`src/rtl/i2c_target_regfile.sv`:
```
// rtl/i2c_target_regfile.sv - I2C target with an NREG x 8 register file, local read port and write strobes
module i2c_target_regfile #(
    parameter logic [6:0] SLV_ADDR = 7'h50,
    parameter int         NREG     = 16,
    parameter int         FILT_LEN = 3,
    localparam int        PW       = $clog2(NREG)
) (
    input  logic          clk,
    input  logic          rst,
    input  logic          scl_i,
    input  logic          sda_i,
    output logic          sda_oe,
    input  logic [PW-1:0] host_addr,
    output logic [7:0]    host_rdata,
    output logic          wr_evt,
    output logic [PW-1:0] wr_addr,
    output logic [7:0]    wr_data,
    output logic          busy
);

    typedef enum logic [3:0] {
        IDLE, ADDR, ADDR_ACK, PTR, PTR_ACK, WDATA, WDATA_ACK, RDATA, RDATA_ACK, IGNORE
    } state_t;

    // Bit 1 carries SCL, bit 0 carries SDA through the sync/filter pipeline.
    logic [1:0]      sync1_q, sync2_q, filt_q, prev_q;
    logic [1:0][2:0] cnt_q;

    state_t          state_q;
    logic [3:0]      bitcnt_q;
    logic [7:0]      shift_q;
    logic [7:0]      tx_q;
    logic            ack_q;
    logic            rw_q;
    logic [PW-1:0]   ptr_q;
    logic [7:0]      regs_q [NREG];

    logic            scl_rise, scl_fall, start_det, stop_det;
    logic [7:0]      shift_d;
    logic [PW-1:0]   ptr_d;

    assign scl_rise   = filt_q[1] & ~prev_q[1];
    assign scl_fall   = ~filt_q[1] & prev_q[1];
    assign start_det  = filt_q[1] & prev_q[1] & prev_q[0] & ~filt_q[0];
    assign stop_det   = filt_q[1] & prev_q[1] & ~prev_q[0] & filt_q[0];
    assign shift_d    = {shift_q[6:0], filt_q[0]};
    assign ptr_d      = ptr_q + PW'(1);
    assign host_rdata = regs_q[host_addr];

    // Two-flop synchronizers, then a level only moves after FILT_LEN consecutive disagreeing samples.
    always_ff @(posedge clk or posedge rst) begin
        if (rst) begin
            sync1_q <= 2'b11;
            sync2_q <= 2'b11;
            filt_q  <= 2'b11;
            prev_q  <= 2'b11;
            cnt_q   <= '0;
        end else begin
            sync1_q <= {scl_i, sda_i};
            sync2_q <= sync1_q;
            prev_q  <= filt_q;
            for (int i = 0; i < 2; i++) begin
                if (sync2_q[i] == filt_q[i]) begin
                    cnt_q[i] <= '0;
                end else if (cnt_q[i] == 3'(FILT_LEN - 1)) begin
                    filt_q[i] <= sync2_q[i];
                    cnt_q[i]  <= '0;
                end else begin
                    cnt_q[i] <= cnt_q[i] + 3'd1;
                end
            end
        end
    end

    // Protocol FSM: shifts bits on SCL rise, changes SDA drive only after SCL fall; START/STOP win over all states.
    always_ff @(posedge clk or posedge rst) begin
        if (rst) begin
            state_q  <= IDLE;
            bitcnt_q <= '0;
            shift_q  <= '0;
            tx_q     <= '0;
            ack_q    <= 1'b0;
            rw_q     <= 1'b0;
            ptr_q    <= '0;
            sda_oe   <= 1'b0;
            busy     <= 1'b0;
            wr_evt   <= 1'b0;
            wr_addr  <= '0;
            wr_data  <= '0;
            for (int i = 0; i < NREG; i++) regs_q[i] <= 8'h00;
        end else begin
            wr_evt <= 1'b0;
            if (stop_det) begin
                state_q <= IDLE;
                sda_oe  <= 1'b0;
                busy    <= 1'b0;
            end else if (start_det) begin
                state_q  <= ADDR;
                bitcnt_q <= '0;
                sda_oe   <= 1'b0;
            end else begin
                case (state_q)
                    IDLE: ;
                    ADDR: begin
                        if (scl_rise) begin
                            shift_q  <= shift_d;
                            bitcnt_q <= bitcnt_q + 4'd1;
                        end else if (scl_fall && bitcnt_q == 4'd8) begin
                            if (shift_q[7:1] == SLV_ADDR) begin
                                state_q <= ADDR_ACK;
                                rw_q    <= shift_q[0];
                                sda_oe  <= 1'b1;
                                busy    <= 1'b1;
                            end else begin
                                state_q <= IGNORE;
                                busy    <= 1'b0;
                            end
                        end
                    end
                    ADDR_ACK: begin
                        if (scl_fall) begin
                            bitcnt_q <= '0;
                            if (rw_q) begin
                                state_q <= RDATA;
                                tx_q    <= regs_q[ptr_q];
                                sda_oe  <= ~regs_q[ptr_q][7];
                            end else begin
                                state_q <= PTR;
                                sda_oe  <= 1'b0;
                            end
                        end
                    end
                    PTR: begin
                        if (scl_rise) begin
                            shift_q  <= shift_d;
                            bitcnt_q <= bitcnt_q + 4'd1;
                        end else if (scl_fall && bitcnt_q == 4'd8) begin
                            ptr_q   <= shift_q[PW-1:0];
                            sda_oe  <= 1'b1;
                            state_q <= PTR_ACK;
                        end
                    end
                    PTR_ACK, WDATA_ACK: begin
                        if (scl_fall) begin
                            sda_oe   <= 1'b0;
                            bitcnt_q <= '0;
                            state_q  <= WDATA;
                        end
                    end
                    WDATA: begin
                        if (scl_rise) begin
                            shift_q  <= shift_d;
                            bitcnt_q <= bitcnt_q + 4'd1;
                            if (bitcnt_q == 4'd7) begin
                                regs_q[ptr_q] <= shift_d;
                                wr_evt        <= 1'b1;
                                wr_addr       <= ptr_q;
                                wr_data       <= shift_d;
                                ptr_q         <= ptr_d;
                            end
                        end else if (scl_fall && bitcnt_q == 4'd8) begin
                            sda_oe  <= 1'b1;
                            state_q <= WDATA_ACK;
                        end
                    end
                    RDATA: begin
                        if (scl_rise) begin
                            bitcnt_q <= bitcnt_q + 4'd1;
                        end else if (scl_fall) begin
                            if (bitcnt_q == 4'd8) begin
                                sda_oe  <= 1'b0;
                                ptr_q   <= ptr_d;
                                state_q <= RDATA_ACK;
                            end else begin
                                tx_q   <= {tx_q[6:0], 1'b0};
                                sda_oe <= ~tx_q[6];
                            end
                        end
                    end
                    RDATA_ACK: begin
                        if (scl_rise) begin
                            ack_q <= ~filt_q[0];
                        end else if (scl_fall) begin
                            if (ack_q) begin
                                state_q  <= RDATA;
                                bitcnt_q <= '0;
                                tx_q     <= regs_q[ptr_q];
                                sda_oe   <= ~regs_q[ptr_q][7];
                            end else begin
                                state_q <= IGNORE;
                            end
                        end
                    end
                    IGNORE: sda_oe <= 1'b0;
                    default: state_q <= IDLE;
                endcase
            end
        end
    end

endmodule

```
`config.mk`:
```
export PLATFORM = sky130hd
export DESIGN_NAME = i2c_target_regfile
export DESIGN_NICKNAME = d
export VERILOG_FILES = /design/src/rtl/i2c_target_regfile.sv
export SDC_FILE = /design/constraint.sdc
export NUM_CORES = 1
export LEC_CHECK = 0
export CORE_AREA = 3 3 206 168
export CTS_CLUSTER_DIAMETER = 30
export DETAILED_ROUTE_END_ITERATION = 10
export DIE_AREA = 0 0 209 171
export GPL_TIMING_DRIVEN = 0
export SYNTH_ARGS = -nofsm -noshare
export SYNTH_HDL_FRONTEND = slang
export SYNTH_SLANG_ARGS = --single-unit
```
`constraint.sdc`:
```
create_clock -name clk -period 18.1 [get_ports clk]
set_clock_uncertainty 0.05 [all_clocks]
set_input_delay 5.43 -clock clk [delete_from_list [all_inputs] [get_ports clk]]
set_output_delay 5.43 -clock clk [all_outputs]
set_load 0.02 [all_outputs]
```
# Yosys cells after proc, flatten, opt, wreduce, memory -nomap -nowiden
# Index checks and enable logic that the tools add are counted.
dict set report classes {
  order_cmp 3
  eq_ne 54
  bitwise_logic 20
  mux 84
  n_reduce_logical 27
  n_addsub 4
}
# operator n
set ops {}
lappend ops {{bitwise mux 128 bit} 1}
lappend ops {{two-way mux 4 bit} 30}
lappend ops {{binary-select mux 8 bit (select 4 bit)} 2}
lappend ops {{!= test 4 bit (second input constant)} 15}
lappend ops {{two-way mux 7 bit} 8}
lappend ops {{two-way mux 8 bit} 5}
lappend ops {{demux 8 bit (select 4 bit)} 1}
lappend ops {{case mux 4 bit (8 select lines)} 1}
lappend ops {{two-way mux 1 bit} 27}
lappend ops {{!= test 2 bit (second input constant)} 13}
lappend ops {{case mux 4 bit (3 select lines)} 2}
lappend ops {{case mux 7 bit (3 select lines)} 1}
lappend ops {{equality test 4 x 3 -> 1 bit (second input constant)} 5}
lappend ops {{two-way mux 3 bit} 5}
lappend ops {{AND reduction 14 bit} 1}
lappend ops {{AND reduction 13 bit} 1}
lappend ops {{equality test 4 bit (second input constant)} 3}
lappend ops {{AND reduction 4 bit} 3}
lappend ops {{NOT 1 bit} 11}
lappend ops {{AND reduction 11 bit} 1}
lappend ops {{>= comparator 5 bit (second input constant)} 2}
lappend ops {{NOT 4 -> 5 bit} 2}
lappend ops {{AND reduction 10 bit} 1}
lappend ops {{!= test 3 x 1 -> 1 bit (second input constant)} 3}
lappend ops {{27 further kinds} 48}
dict set report word_totals {
  ff_bits 186
  elab_cells 227
}

# Longest topological paths before layout
# Gate-level depths: netlist of run 1.
dict set report logic_depth {
  depth_word 11
  mapped_depth 9
  depth_no_buf 8
}

# Worst setup path before layout of run 1
# No wires, ideal clock.
dict set report synth_path {
  kind {input to output}
  from {input port host_addr[0]}
  to {output port host_rdata[0]}
  t_required_ns 12.620
  arrival_ns 7.013
  path_stages 4
  path_slack_ns 5.607
  path_cell_list {clkbuf_1 buf_2 mux4_2 mux4_2}
}
dict set report synth_via {
  elab_chain_cells 4
}
# element line_no
set synth_rtl {}
lappend synth_rtl {{from (decl)} 13} ;# input logic [PW-1:0] host_addr,
lappend synth_rtl {{NOT 4 -> 5 bit (implied by the code)} 48} ;# assign host_rdata = regs_q[host_addr];
lappend synth_rtl {{binary-select mux 8 bit (select 4 bit)} 48}
lappend synth_rtl {{two-way mux 8 bit (implied by the code) (2 in series)} 48}
lappend synth_rtl {{to (decl)} 14} ;# output logic [7:0] host_rdata,
# Every way passes these cells. The select of a mux whose other input is x is not followed.

# Final worst setup path of run 1
dict set report layout_path {
  from {input port host_addr[1]}
  to {output port host_rdata[1]}
}
# The elaborated chain is that of the path after synthesis.

==> results of run 1 <==
layout make-up:
class	count	share of cell area, %
well taps	427	4.77
clock buffers	17	3.79
flip-flops and latches	186	41.6
repair buffers	28	2.66
clock inverters	15	1.39
plain buffers	60	2.33
multi-input cells	434	43.0
inverters	12	0.469
cells by family (layout without fill, tap and decap cells):
family                     Yosys count  count (layout)
AOI/OAI and AO/OA                   62              62
and+or+nand+nor                    122             122
DFF                                186             186
buffers and inverters               72             132
adders and majority gates            6               6
muxes                              237             237
xor gates and xnor gates             7               7
cells in the mapped netlist, drive strengths merged, types with 8 or more instances:
cell type	instances
inv	12
buf	29
dfrtp	178
o21ai	15
a31oi	8
nor3	10
dfstp	8
a21oi	11
and2	10
nand2	41
nor2	19
clkbuf	31
mux4	80
mux2	152
sequential cells by signal, summed over array words and instances (netlist names):
name      count
wr_evt        1
prev_q        2
bitcnt_q      4
regs_q      128
sda_oe        1
cnt_q         6
filt_q        2
sync1_q       2
wr_addr       4
ptr_q         4
wr_data       8
tx_q          7
ack_q         1
sync2_q       2
busy          1
shift_q       8
state_q       4
rw_q          1
critical path, delay by kind of cell:
| kind | cells | cell delay [ns] |
|---|---|---|
| buffers and inverters | 3 | 1.90 |
| muxes | 2 | 1.03 |
path summary, 6_finish.rpt:
path | from | end | cells after the start | slack (ns)
max | host_addr[1] | host_rdata[1] | 5 | 4.25
min in group asynchronous | rst | cnt_q[5] | 2 | 5.38
min reg2reg | sync1_q[1] | sync2_q[1] | 0 | 0.30
max in group asynchronous | rst | regs_q[90] | 3 | 11.65
min | sync1_q[1] | sync2_q[1] | 0 | 0.30
max reg2reg | bitcnt_q[0] | regs_q[82] | 8 | 15.13
power by group through the flow:
stage               Sequential (mW)  Combinational, mW  Clock (mW)
finish                        0.449              0.123       0.370
global route                  0.452              0.136       0.396
CTS                           0.449              0.123       0.378
detailed placement            0.457              0.123           0
global placement              0.457              0.120           0
floorplan                     0.453             0.0875           0
metal layers:
layer  routed length [um]  track usage, %
met5                    0               0
met4                  329            3.38
met1                12000            21.2
met2                11200            21.3
met3                 1600            3.87
stage by stage:
step | setup WS (ns) | instances | hold WS [ns] | instance area [sq um] | total power [mW]
floorplan | 5.61 | 692 | 0.295 | 9790 | 0.541
global placement | 4.30 | 1146 | 0.299 | 10600 | 0.577
detailed placement | 4.27 | 1147 | 0.298 | 10600 | 0.580
CTS | 4.26 | 1179 | 0.301 | 11200 | 0.950
global route | 4.14 | 1179 | 0.304 | 11200 | 0.985
finish | 4.25 | 1179 | 0.298 | 11200 | 0.943
==> results_dict.tcl, run 1 <==
set metrics [dict create \
    path_cells "clkdlybuf4s50_1 -> clkbuf_1 -> mux4_2 -> mux4_2 -> clkdlybuf4s50_1" \
    drv_slew 0 \
    pwr-share-seq_pct 47.7 \
    grt_pass1_vias 6095 \
    numClockSinks 186 \
    wl_per_cell_um 21.3 \
    synth-simple-area-share_pct 6.91 \
    cts_made_buffers 17 \
    p_leak_nw 4.91 \
    diodes 0 \
    clock-root-buffer "clkbuf_16" \
    via_per_inst 5.26 \
    synth-edff-count 0 \
    clk_pin_slew_ns 0.07 \
    flow.area_growth_from_synthesis_pct 14.5 \
    min_path_type "reg -> reg" \
    p_comb_share_pct 13.1 \
    crit_path_start_kind "primary input" \
    path_max_fanout 10 \
    port_buffers 27 \
    vias 6200 \
    yosysWarnings 0 \
    finalSetupTns_ns 0 \
    ir_drop_v 0.0000573 \
    grt-ovfl-total 0 \
    ys_seq_elements 186 \
    die_w_um 209 \
    drtIter0Drc 465 \
    drc 0 \
    dpl.hpwl_um 17800 \
    relSlewSlack_pct 36.0 \
    finalCriticalPeriod_ns 13.85 \
    cp.arrival_ns 8.37 \
    critPathSlowestCell "clkbuf_1" \
    fin_util_pct 34.5 \
    seqCellArea_sq_um 4660 \
    row_count 59 \
    initial_core_util_pct 30.1 \
    synth_mux_area_share_pct 36.4 \
    layout_commonest_cell "dfrtp_1" \
    synth_top_family_by_area "multiplexers" \
    synth_compound_area_share_pct 4.49 \
    synth_ff_type "dfrtp_1" \
    cts_resized 0 \
    die_h_um 171 \
    switchingPower_mw 0.283 \
    postCtsSetupRepairBufs 0 \
    netlist.area_leader.share_pct 45.5 \
    synthTopCellsByArea "dfrtp_1, mux4_2, mux2_2" \
    timing.final.crit_share_pct 76.5 \
    syn_area_sq_um 9790 \
    core_sq_um 32500 \
    ys_seq_area_share_pct 47.6 \
    cts_htree_levels 4 \
    fmax_mhz 72.2 \
    wl_um 25100 \
    clockBufferDepth 2 \
    async_flop_share_pct 100 \
    grt_pass1_wl_um 38900 \
    max_cap_violations 0 \
    synth_top_cell_by_area "dfrtp_1" \
    die_area_sq_um 35700 \
    required_ns 12.62 \
    p_int_mw 0.660 \
    setup-violations-final 0 \
    hold_viol_final 0 \
    postCtsHoldBufs 0 \
    postRouteAntennaNets 0 \
    boundaryPins 31 \
    syn_inst 692 \
    synth-xor-area-share_pct 0.626 \
    status "finished, final reports clean" \
    cts_tree "built" \
    clock_latency_ns 0.44 \
    syn_nets 706 \
    cpPeakStageDelay_ns 0.75 \
    tightest_slew_ns 0.960 \
    synthDistinctLibCells 60 \
    multi_input_area_sq_um 4820 \
    antenna_found_initial 0 \
    grt_max_degree 123 \
    power_frac_clock_pct 39.2 \
    synthAdderAreaFrac_pct 0.767 \
    drive_gt1_share_pct 40.7 \
    worstSetupPathType "in -> out" \
    drt-pass1-iter-count 5 \
    rsz0062_at_grt "false" \
    sw_frac_of_total_pct 30.0 \
    filler_cell_count 3156 \
    place.gp.congestion 0.904 \
    layout.nets 753 \
    avgSynthCellArea_sq_um 14.1 \
    power.density_nw_per_um2 84.1 \
    end_kind "output port" \
    final_cell_mix "dfrtp_1, mux2_2, mux4_2" \
    global_route.usage.total_pct 14.4 \
]
Power figures use the tool's default switching activity.
==> run 2, diff against run 1 <==
clock period = 11.38 ns   (was 18.1 ns; I/O delays follow)
==> results of run 2 <==
The final DEF is identical to that of run 1. Status: finished, final reports clean.
Among the figures that moved: setup slack after placement 4.27 ns -> 1.58 ns; setup slack after layout 4.25 ns -> 1.56 ns; register-to-register setup slack 15.13 ns -> 8.41 ns; total power 0.943 mW -> 1.50 mW; worst IR drop on VDD 0.0000573 V -> 0.0000911 V
